File: src/rtl/branch_compare_iter.sv
// Multi-cycle RISC-V branch/SLT comparator: scans operands CHUNK bits per cycle from the MSB end
// and reports EQ/NE/LT/GE/LTU/GEU through a valid/ready result port.
module branch_compare_iter #(
  parameter int unsigned WIDTH      = 32,
  parameter int unsigned CHUNK      = 8,
  parameter bit          EARLY_EXIT = 1'b1
) (
  input  logic             i_clk,
  input  logic             i_reset,
  input  logic             i_flush,
  input  logic             i_valid,
  output logic             o_ready,
  input  logic [2:0]       i_op,
  input  logic [WIDTH-1:0] i_a,
  input  logic [WIDTH-1:0] i_b,
  output logic             o_valid,
  input  logic             i_ready,
  output logic             o_taken,
  output logic [WIDTH-1:0] o_result
);

  localparam int unsigned N    = WIDTH / CHUNK;
  localparam int unsigned IdxW = (N > 1) ? $clog2(N) : 1;
  localparam logic [WIDTH-1:0] MsbMask = WIDTH'(1) << (WIDTH - 1);

  typedef enum logic [1:0] {StIdle, StScan, StDone} state_e;

  state_e            state_q;
  logic [WIDTH-1:0]  a_q, b_q;
  logic [2:0]        op_q;
  logic [IdxW-1:0]   idx_q;
  logic              lt_q;
  logic              seen_q;

  logic              signed_op;
  logic [CHUNK-1:0]  a_chunk, b_chunk;
  logic [CHUNK:0]    sum;
  logic              chunk_diff, chunk_lt;
  logic              lt_fin, eq_fin, finish, taken_d;

  assign o_ready   = (state_q == StIdle) && !i_flush;
  assign o_result  = WIDTH'(o_taken);
  assign signed_op = i_op[2] & ~i_op[1];

  always_comb begin
    a_chunk = '0;
    b_chunk = '0;
    for (int unsigned i = 0; i < N; i++) begin
      if (idx_q == IdxW'(i)) begin
        a_chunk = a_q[i*CHUNK +: CHUNK];
        b_chunk = b_q[i*CHUNK +: CHUNK];
      end
    end
    // a + ~b + 1: carry-out set means a >= b (unsigned), zero sum means equal
    sum        = {1'b0, a_chunk} + {1'b0, ~b_chunk} + (CHUNK + 1)'(1);
    chunk_diff = |sum[CHUNK-1:0];
    chunk_lt   = ~sum[CHUNK];
    finish     = (idx_q == '0) || (EARLY_EXIT && chunk_diff);

    // Only the most significant differing chunk decides the ordering
    if (seen_q) begin
      lt_fin = lt_q;
      eq_fin = 1'b0;
    end else if (chunk_diff) begin
      lt_fin = chunk_lt;
      eq_fin = 1'b0;
    end else begin
      lt_fin = 1'b0;
      eq_fin = 1'b1;
    end

    taken_d = 1'b0;
    case (op_q)
      3'b000:         taken_d = eq_fin;
      3'b001:         taken_d = ~eq_fin;
      3'b100, 3'b110: taken_d = lt_fin;
      3'b101, 3'b111: taken_d = ~lt_fin;
      default:        taken_d = 1'b0;
    endcase
  end

  always_ff @(posedge i_clk) begin
    if (i_reset) begin
      state_q <= StIdle;
      o_valid <= 1'b0;
      o_taken <= 1'b0;
      idx_q   <= IdxW'(N - 1);
    end else if (i_flush) begin
      state_q <= StIdle;
      o_valid <= 1'b0;
    end else begin
      case (state_q)
        StIdle: begin
          if (i_valid) begin
            // Flipping both sign bits turns a signed compare into an unsigned one
            a_q     <= i_a ^ (signed_op ? MsbMask : '0);
            b_q     <= i_b ^ (signed_op ? MsbMask : '0);
            op_q    <= i_op;
            idx_q   <= IdxW'(N - 1);
            seen_q  <= 1'b0;
            lt_q    <= 1'b0;
            state_q <= StScan;
          end
        end
        StScan: begin
          if (chunk_diff && !seen_q) begin
            seen_q <= 1'b1;
            lt_q   <= chunk_lt;
          end
          if (finish) begin
            state_q <= StDone;
            o_valid <= 1'b1;
            o_taken <= taken_d;
          end else begin
            idx_q <= idx_q - IdxW'(1);
          end
        end
        StDone: begin
          if (i_ready) begin
            state_q <= StIdle;
            o_valid <= 1'b0;
          end
        end
        default: state_q <= StIdle;
      endcase
    end
  end

endmodule

File: config.mk
export PLATFORM = sky130hd
export DESIGN_NAME = branch_compare_iter
export DESIGN_NICKNAME = d
export VERILOG_FILES = /design/src/rtl/branch_compare_iter.sv
export SDC_FILE = /design/constraint.sdc
export NUM_CORES = 1
export LEC_CHECK = 0
export ABC_AREA = 1
export BUFFER_PORTS_ARGS = -buffer_cell sky130_fd_sc_hd__buf_2
export CAP_MARGIN = 0
export CORE_ASPECT_RATIO = 1.1
export CORE_MARGIN = 3
export CORE_UTILIZATION = 54
export CTS_BUF_LIST = sky130_fd_sc_hd__clkbuf_4
export DETAILED_ROUTE_END_ITERATION = 6
export GPL_TIMING_DRIVEN = 1
export PLACE_DENSITY_LB_ADDON = 0.08
export SKIP_LAST_GASP = 1
export SLEW_MARGIN = 30
export SYNTH_ARGS = -nofsm -noshare
export SYNTH_HDL_FRONTEND = slang
export SYNTH_SLANG_ARGS = --single-unit
export TNS_END_PERCENT = 10
File: constraint.sdc
create_clock -name i_clk -period 9.77 [get_ports i_clk]
set_input_delay 0.977 -clock i_clk [delete_from_list [all_inputs] [get_ports i_clk]]
set_output_delay 0.977 -clock i_clk [all_outputs]
set_load 0.05 [all_outputs]
; ---- Yosys cells after proc, flatten, opt, wreduce, memory -nomap -nowiden
; Index checks and enable logic that the tools add are counted.
[word_totals]
wordCells = 86
output_inout_bits = 35
ramBits = 0
input_bits = 72
latchBits = 0
mem_bits_ro = 0
n_memories = 0
regBits = 75
[classes]
n_shift = 0
eq_ne = 15
bitwise = 10
div_mod_pow = 0
mux = 29
add_sub_neg = 3
multipliers = 0
order_cmp = 0
reduce_logical = 20
[ops]
columns = op, n
row1 = 8-bit two-way mux, 8
row2 = 32-bit XOR, 2
row3 = 32-bit two-way mux, 1
row4 = "3-bit == test, second input constant", 4
row5 = 2-bit two-way mux, 5
row6 = "2-bit != test, second input constant", 5
row7 = 8-bit by 8-bit adder with 9-bit output, 1
row8 = "9-bit by 1-bit adder with 9-bit output, second input constant", 1
row9 = 1-bit two-way mux, 9
row10 = 3-bit AND reduction, 3
row11 = 8-bit NOT, 1
row12 = 4-bit AND reduction, 2
row13 = 8-bit OR reduction, 1
row14 = "2-bit == test, second input constant", 3
row15 = 1-bit NOT, 6
row16 = 1-bit case mux with 2 select lines, 3
row17 = 2-bit case mux with 3 select lines, 1
row18 = 2-bit OR reduction, 3
row19 = 5-bit AND reduction, 1
row20 = "2-bit by 1-bit == test with 1-bit output, second input constant", 2
row21 = 2-bit zero test, 2
row22 = 1-bit case mux with 4 select lines, 1
row23 = 2-bit case mux with 2 select lines, 1
row24 = 2-bit nonzero test, 2
row25 = 7 further kinds, 9

; ---- Depth between registers and ports, before layout
; Gate-level depths: netlist of run 1.
[depth]
ltp_word = 13
ltp_mapped = 26
ltp_nobuf = 26

; ---- Least setup slack after synthesis of run 1
; OpenSTA, ideal clock, no wires.
[synth_path]
kind = in2reg
startpoint = in i_flush
endpoint = reg a_q[0] (enable)
path_stages = 2
arrival_time_ps = 7632
setup_ps = 657
path_buffers = 0
required_ps = 9113
path_slack_ps = 1481
cell_sequence = or2_2 > nor4_1
[synth_via]
elab_chain_cells = 2
[synth_lines]
columns = item, line_no
row1 = start: declaration, 10  ; input logic i_flush,
row2 = 1-bit NOT (no source line), n/a
row3 = 4-bit AND reduction (no source line), n/a
row4 = end signal: assignment, 96  ; a_q <= i_a ^ (signed_op ? MsbMask : '0);
row5 = end: declaration, 29  ; logic [WIDTH-1:0] a_q, b_q;
; Every way passes these cells.
; A chain may end at the register's enable or synchronous reset.

; ---- Final worst setup path of run 1
[layout_path]
startpoint = reg idx_q[1]
endpoint = reg lt_q (enable)
[layout_via]
elab_chain_cells = 12
word_cells_on_any_way = 19
cone_classes = 2 x add/sub / 4 x eq/ne / 8 x mux / 1 x bitwise / 4 x reduce/logical
[layout_lines]
columns = item, line_no
row1 = start: declaration, 31  ; logic [IdxW-1:0] idx_q;
row2 = start signal: assignment, 87  ; idx_q <= IdxW'(N - 1);
row3 = start signal: assignment, 99  ; idx_q <= IdxW'(N - 1);
row4 = start signal: assignment, 115  ; idx_q <= idx_q - IdxW'(1);
row5 = 2-bit zero test, 49  ; if (idx_q == IdxW'(i)) begin
row6 = 8-bit two-way mux (4 in a row), 49
row7 = 8-bit NOT, 55  ; sum = {1'b0, a_chunk} + {1'b0, ~b_chunk} + (CHUNK + 1)'(1);
row8 = 8-bit by 8-bit adder with 9-bit output *, 55
row9 = 9-bit by 1-bit adder with 9-bit output *, 55
row10 = 8-bit OR reduction *, 56  ; chunk_diff = |sum[CHUNK-1:0];
row11 = 1-bit logical AND *, 106  ; if (chunk_diff && !seen_q) begin
row12 = 2-bit != test (no source line) *, n/a
row13 = 5-bit AND reduction (no source line) *, n/a
row14 = end signal: assignment, 108  ; lt_q <= chunk_lt;
row15 = end: declaration, 32  ; logic lt_q;
; Every way passes the cells marked *; elsewhere a longest branch is shown, timed or not.

==> results of run 1 <==
routing by layer:
| metal | up-vias | wire (µm) | track usage (%) |
|---|---|---|---|
| li1 | 1289 | - | - |
| met1 | 1143 | 2980 | 25.6 |
| met2 | 106 | 3460 | 29.5 |
| met3 | 7 | 477 | 4.23 |
| met4 | 0 | 87 | 6.07 |
| met5 | - | 0 | 0 |
sequential cells by signal, summed over array words and instances, names as in the netlist:
register  cells
op_q          3
idx_q         2
lt_q          1
a_q          32
o_taken       1
seen_q        1
state_q       2
o_valid       1
b_q          32
power groups by stage:
stage / logic [µW] / clock network [µW] / registers, µW
after floorplan: 152 / 0 / 374
after global placement: 179 / 0 / 373
after detailed placement: 182 / 0 / 373
after CTS: 182 / 178 / 366
after global routing: 206 / 191 / 367
final: 182 / 172 / 366
synth_stat cells (all sizes together):
cell type | count | area (µm²)
nor4 | 1 | 6.26
inv | 37 | 139
a221oi | 4 | 35.0
o21ai | 21 | 105
nand3 | 16 | 105
clkbuf | 8 | 30.0
ha | 12 | 150
or2 | 1 | 6.26
dfxtp | 6 | 120
xnor2 | 2 | 17.5
o31ai | 4 | 30.0
edfxtp | 69 | 2070
a21oi | 23 | 123
a22oi | 12 | 90.1
nand4 | 3 | 18.8
nor3 | 2 | 10.0
nor3b | 1 | 7.51
buf | 33 | 245
nand2 | 61 | 262
conb | 1 | 3.75
nor2 | 24 | 110
nand3b | 3 | 22.5
a211oi | 1 | 7.51
final timing paths:
kind / from / endpoint / slack (ns) / depth (start not counted)
worst max-delay path: idx_q[1]$_SDFFE_PP1P_ / lt_q$_SDFFCE_PN0P_ / 6.04 / 17
worst min-delay path: o_valid$_SDFFE_PN0P_ / o_valid$_SDFFE_PN0P_ / 0.47 / 2
worst max register to register: idx_q[1]$_SDFFE_PP1P_ / lt_q$_SDFFCE_PN0P_ / 6.04 / 17
worst min register to register: o_valid$_SDFFE_PN0P_ / o_valid$_SDFFE_PN0P_ / 0.47 / 2
through the flow:
stage                     instance area (µm²)  worst slack [ns]
after floorplan                          3830              1.48
after global placement                   4050              5.92
after detailed placement                 4050              5.71
after CTS                                4170              5.67
after global routing                     4170              5.68
final                                    4170              6.04
cells by family after synthesis:
logic type,Yosys count,share of synthesized area (%)
and+or+nand+nor,112,14.7
buffers and inverters,78,11.1
DFF,75,59.0
AOI/OAI and AO/OA,65,10.5
adders and majority gates,12,4.04
xor gates and xnor gates,2,0.471
other,1,0.101
layout make-up:
| type | count | area [µm²] | area share, % |
|---|---|---|---|
| flip-flops and latches | 75 | 2190 | 52.5 |
| multi-input cells | 222 | 1230 | 29.5 |
| repair buffers | 76 | 383 | 9.18 |
| inverters | 37 | 139 | 3.33 |
| well taps | 82 | 103 | 2.46 |
| clock buffers | 9 | 67.6 | 1.62 |
| clock inverters | 7 | 57.6 | 1.38 |
worst reg2reg max path, cell delays in order, from the launching register on:
cell,delay (ns)
dfxtp_1,0.40
inv_1,0.08
ha_1,0.42
nor2_2,0.67
a22oi_1,0.15
o21ai_0,0.20
o21ai_0,0.17
ha_1,0.43
nand2_1,0.10
nor2_1,0.09
nand2_1,0.09
nand3_1,0.09
nand2_1,0.06
nand2_2,0.09
nor2_1,0.06
nand3_2,0.07
nand2_1,0.05
a21oi_1,0.22
==> reports/metrics.yaml, run 1 <==
layout:
  layout_common_cells: "75 x buf_2, 69 x edfxtp_1, 50 x nand2_1"
  final_layout_size_suffix_gt1_share_pct: 28.2
  mostFrequentLayoutCell: "buf_2"
  nFillCells: 573
  area_growth_pct: 12.3
  stdcell_count: 508
  fin_util_pct: 62.9
  fin_nets: 505
  diodes: 0
clock_network:
  worst_skew_pair.late_latency_ns: 0.41
  clk_pin_slew_ns: 0.14
  cts_resized: 0
  numCtsBuffers: 9
  cts_hold_buf: 0
  cts_setup_buffers: 0
  cts_max_level: 3
  clk_path_buf_depth: 2
  cts_tree: "done"
  clock-sinks: 75
  cts_root_buf: "clkbuf_4"
placed_design:
  dp_cells: 492
  dp_hpwl_um: 5220
  numPortBuffers: 75
  place_congestion: 0.857
detailed_routing:
  vias_per_cell: 5.01
  num_vias: 2545
  avgRoutedWirePerCell_um: 13.8
  drt_wl_total_um: 7010
  drc_errors: 0
  final_antenna_net_count: 0
  drt-initial-drc-count: 146
  drt_first_pass_iters: 4
logic_synthesis:
  synth_cell_types: 32
  ys_seq_elements: 75
  postSynthCellCount: 345
  postSynthAreaPerCell_um2: 10.8
  synth_area_um2: 3720
  seq_area_frac_synth_pct: 59.0
  ys_warn_count: 0
timing:
  rsz0062_at_grt: "no"
  fin_crit_ns: 3.73
  tns_ns: 0
  hold_viol: 0
  holdWs_ns: 0.473
  worstMarginPinSlew_ns: 0.824
  fmax_mhz: 268
  slew_headroom_pct: 45.1
  final_max_slew_viol_count: 0
  min_period_over_period_pct: 38.2
  finClkSkew_ns: 0.0224
  setup_viol: 0
die:
  io_pins: 107
  initial_core_util_pct: 56.0
  die_w_um: 85.1
  chipHeight_um: 93.0
  die-area_um2: 7910
  core_um2: 6630
  fp-row-count: 31
setup_path:
  cp_top_family: "simple AND/OR/NAND/NOR gates"
  cp_max_fo: 17
  cpMaxStageDelayCell: "nor2_2"
  path_buf_inv: 1
  critPathLaunchType: "flop"
  path_common_cell: "nand2_1"
  cp_cell_sequence: "inv_1 > ha_1 > nor2_2 > a22oi_1 > o21ai_0 > o21ai_0 > ha_1 > nand2_1 > nor2_1 > nand2_1 > nand3_1 > nand2_1 > nand2_2 > nor2_1 > nand3_2 > nand2_1 > a21oi_1"
  crit_type: "reg2reg"
  arrival_ns: 3.85
  end_kind: "flop"
  max_stage_delay_ns: 0.67
  worstPathRequired_ns: 9.88
pwr:
  power_uw: 720
  comb_power_share_pct: 25.3
  peakVddDrop_v: 0.000131
  power_switching_uw: 245
  cellPowerDensity_nw_per_um2: 173
  p_int_uw: 475
  seqPwrFrac_pct: 50.8
  swShare_pct: 34.0
  power_leakage_uw: 0.00179
  p_clk_share_pct: 23.9
global_routing:
  grt_pass1_vias: 2428
  grt_pass1_wl_um: 11500
  overflow: 0
  antenna_found_initial: 0
  grt_max_degree: 68
  grt.total_usage_pct: 18.6
min_path:
  hp-class: "reg2reg"
flow_run:
  maxCapViolations: 0
run_status:
  status: "complete, no violations"
(Power assumes the default switching activity.)
==> inputs of run 2 (changes only) <==
--- a/config.mk
+++ b/config.mk
@@ -5,12 +5,12 @@
 export SDC_FILE = /design/constraint.sdc
 export NUM_CORES = 1
 export LEC_CHECK = 0
-export ABC_AREA = 1
+export ABC_AREA = 0
 export BUFFER_PORTS_ARGS = -buffer_cell sky130_fd_sc_hd__buf_2
 export CAP_MARGIN = 0
 export CORE_ASPECT_RATIO = 1.1
 export CORE_MARGIN = 3
-export CORE_UTILIZATION = 54
+export CORE_UTILIZATION = 48
 export CTS_BUF_LIST = sky130_fd_sc_hd__clkbuf_4
 export DETAILED_ROUTE_END_ITERATION = 6
 export GPL_TIMING_DRIVEN = 1
==> constraint.sdc (replaced) <==
create_clock -name i_clk -period 3.2 [get_ports i_clk]
set_input_delay 0.32 -clock i_clk [delete_from_list [all_inputs] [get_ports i_clk]]
set_output_delay 0.32 -clock i_clk [all_outputs]
set_load 0.05 [all_outputs]
==> run 2 against run 1 <==
  * Total power rose to 2.6 times the previous value
  * Final cell count increased by 1.8%
  * Sequential power rose to 3.0 times the previous value
  * The run now ends with negative setup slack left
==> reports/metrics.yaml, run 2 <==
die:
  io_pins: 107  # unchanged
  die_w_um: 88.8  # +4.4%
  chipHeight_um: 97.1  # +4.4%
  die-area_um2: 8620  # +8.9%
  fp-row-count: 32  # +3.2%
  initial_core_util_pct: 50.5  # -5.5 points
  core_um2: 7170  # +8.1%
layout:
  layout_common_cells: "76 x buf_2, 69 x edfxtp_1, 37 x nor2_1"
  fin_nets: 512  # +1.4%
  nFillCells: 581  # +1.4%
  area_growth_pct: 27.0
  final_layout_size_suffix_gt1_share_pct: 37.7  # +9.6 points
  mostFrequentLayoutCell: "buf_2"
  reg_top3: "a_q x32, b_q x32, op_q x3"
  diodes: 0  # unchanged
setup_path:
  crit_type: "reg2reg"
  r2r-start: "idx_q[0]$_SDFFE_PP1P_"
  crit_cells: 18  # +1
  arrival_ns: 3.60  # -0.25 ns
  max_stage_delay_ns: 0.34  # -0.33 ns
  r2r_slack_ns: -0.13  # -6.16 ns
  path_buf_inv: 5  # +4
  cp_cell_sequence: "buf_6 > ha_4 > clkbuf_16 > a21oi_4 > nor2_1 > a21oi_1 > nor2_1 > a21oi_1 > ha_2 > o21a_1 > o2111a_1 > a311oi_2 > nand3_2 > buf_6 > o41ai_2 > buf_4 > buf_4 > a41oi_1"
  critPathLaunchType: "flop"
  r2r_cells: 18  # +1
  end_kind: "flop"
  cpMaxStageDelayCell: "dfxtp_2"
  cp_max_fo: 6  # -11
  worstPathRequired_ns: 3.47  # -6.41 ns
  r2r-end: "idx_q[1]$_SDFFE_PP1P_"
  cp_top_family: "compound AO/OA/AOI/OAI gates"
  critPathLaunch: "idx_q[0]$_SDFFE_PP1P_"
  worstSetupEndpoint: "idx_q[1]$_SDFFE_PP1P_"
timing:
  hold_viol: 0  # unchanged
  setup_viol: 6  # +6
  finClkSkew_ns: 0.0225  # +0.000131 ns
  rsz0062_at_grt: "yes"
  tns_ns: -0.654  # -0.654 ns
  fin_crit_ns: 3.33  # -0.407 ns
  final_max_slew_viol_count: 0  # unchanged
  fin_ws_ns: -0.127  # -6.16 ns
  min_period_over_period_pct: 104  # +66 points
  holdWs_ns: 0.0668  # -0.406 ns
  fmax_mhz: 301  # +12%
detailed_routing:
  drt_first_pass_iters: 4  # unchanged
  vias_per_cell: 4.97  # -0.81%
  final_antenna_net_count: 0  # unchanged
  num_vias: 2569  # +0.94%
  drt_wl_total_um: 7340  # +4.8%
  avgRoutedWirePerCell_um: 14.2  # +3.0%
  drc_errors: 0  # unchanged
  drt-initial-drc-count: 87  # -40%
placed_design:
  place_congestion: 0.797  # -7.0%
  numPortBuffers: 75  # unchanged
  dp_hpwl_um: 5020  # -3.8%
logic_synthesis:
  ys_seq_elements: 75  # unchanged
  yosysTopAreaCell: "edfxtp_1"
  seq_area_frac_synth_pct: 60.6  # +1.6 points
  synth_area_um2: 3620  # -2.6%
  ys_async_sr_fraction_pct: 0  # unchanged
  synth_cell_types: 47  # +47%
  synth_common_cells: "69 x edfxtp_1, 40 x a21oi_1, 40 x nor2_1"
  ys_warn_count: 0  # unchanged
  yosys.cell_count.top_type: "edfxtp_1"
  postSynthAreaPerCell_um2: 11.6  # +7.4%
  synth_flop_cell: "edfxtp_1"
  postSynthCellCount: 313  # -9.3%
  synth_top_area_share_pct: 57.2  # +1.5 points
  synthTopCellsByArea: "edfxtp_1 57%, buf_4 6.6%, a21oi_1 5.5%"
  synth_edf_count: 69  # unchanged
global_routing:
  antenna_found_initial: 0  # unchanged
  grt_pass1_wl_um: 11600  # +0.85%
  grt.total_usage_pct: 17.3  # -1.3 points
  overflow: 0  # unchanged
  grt_pass1_vias: 2494  # +2.7%
  grt_max_degree: 64  # -5.9%
run_status:
  violations: "negative setup slack"
  status: "finished with violations"
clock_network:
  clk_path_buf_depth: 2  # unchanged
  clock-sinks: 75  # unchanged
  worst_skew_pair.late_latency_ns: 0.42  # about the same
  cts_max_level: 3  # unchanged
  numCtsBuffers: 9  # unchanged
  cts_root_buf: "clkbuf_4"
  clk_pin_slew_ns: 0.12  # -0.02 ns
  cts_tree: "done"
pwr:
  peakVddDrop_v: 0.000272  # +110%
  cellPowerDensity_nw_per_um2: 399  # +130%
  power_leakage_uw: 0.00189  # +5.7%
flow_run:
  maxCapViolations: 0  # unchanged
min_path:
  hp-class: "in2reg"
==> run 2: cells by family (layout without fill, tap and decap cells) <==
| family | after synthesis | in the layout | share of synthesized area (%) |
|---|---|---|---|
| AO/OA/AOI/OAI | 76 | 76 | 13.1 |
| XOR/XNOR | 5 | 5 | 1.21 |
| adder cells (fa/ha/maj) | 12 | 12 | 4.15 |
| buffers and inverters | 51 | 140 | 8.61 |
| flip-flops | 75 | 75 | 60.6 |
| multiplexers | 3 | 3 | 0.830 |
| other | 1 | 31 | 0.104 |
| AND/OR/NAND/NOR | 90 | 90 | 11.5 |
==> run 2: metrics by stage <==
| stage | power (µW) | utilization (%) | cells | area, µm² | worst slack, ns |
|---|---|---|---|---|---|
| 2_1_floorplan | 1320 | - | 343 | 3750 | -0.565 |
| 3_3_place_gp | 1370 | 58.8 | 488 | 4210 | -0.297 |
| 3_5_place_dp | 1370 | 58.8 | 488 | 4210 | -0.445 |
| 4_1_cts | 1850 | 62.0 | 509 | 4440 | -0.101 |
| 5_1_grt | 1920 | 64.2 | 517 | 4600 | -0.318 |
| 6_report | 1840 | 64.2 | 517 | 4600 | -0.127 |
==> run 2: power by group <==
| part | internal, µW | total, µW | switching [µW] | leakage, µW |
|---|---|---|---|---|
| Combinational | 92.1 | 259 | 167 | 0.00116 |
| Sequential | 1100 | 1110 | 10.2 | 0.000680 |
| Clock | 149 | 465 | 316 | 0.0000547 |
==> run 2: worst min path at each step <==
stage	start	to	slack, ns	cells past startpoint
global placement	o_valid$_SDFFE_PN0P_	o_valid$_SDFFE_PN0P_	0.47	2
finish	i_b[30]	b_q[30]$_DFFE_PP_	0.07	1
detailed placement	o_valid$_SDFFE_PN0P_	o_valid$_SDFFE_PN0P_	0.48	2
CTS	i_b[30]	b_q[30]$_DFFE_PP_	0.05	1
floorplan	i_a[0]	a_q[0]$_DFFE_PP_	0.42	0
global route	i_a[9]	a_q[9]$_DFFE_PP_	0.04	1
==> run 2: routing by layer <==
layer  part of all wire, %  GRT usage (%)
met1                    45           24.2
met5                     0              0
met2                    48           25.9
met4                   1.6           7.33
met3                   5.7           3.73
==> run 2: worst reg2reg max path, cell delays in order (launching register included) <==
cell and delay, ns:
dfxtp_2 0.34, buf_6 0.12, ha_4 0.18, clkbuf_16 0.16, a21oi_4 0.12, nor2_1 0.06, a21oi_1 0.15, nor2_1 0.07
a21oi_1 0.13, ha_2 0.29, o21a_1 0.22, o2111a_1 0.14, a311oi_2 0.28, nand3_2 0.14, buf_6 0.14, o41ai_2 0.26
buf_4 0.17, buf_4 0.11, a41oi_1 0.12
==> run 2: what timing repair did <==
action,in CTS,in global routing
buffers inserted,5,6
endpoints found under the setup margin,8,8
cloned,1,2
gates resized for setup,25,18
pin swaps,8,21
hold buffers,0,0
==> run 2: final cells by class <==
class	count	area, µm²	area share [%]
sequential	75	2190	47.7
timing repair buffer	118	800	17.4
tap	85	106	2.31
multi-input combinational	217	1370	29.8
clock inverter	6	32.5	0.707
inverter	7	28.8	0.626
clock buffer	9	67.6	1.47
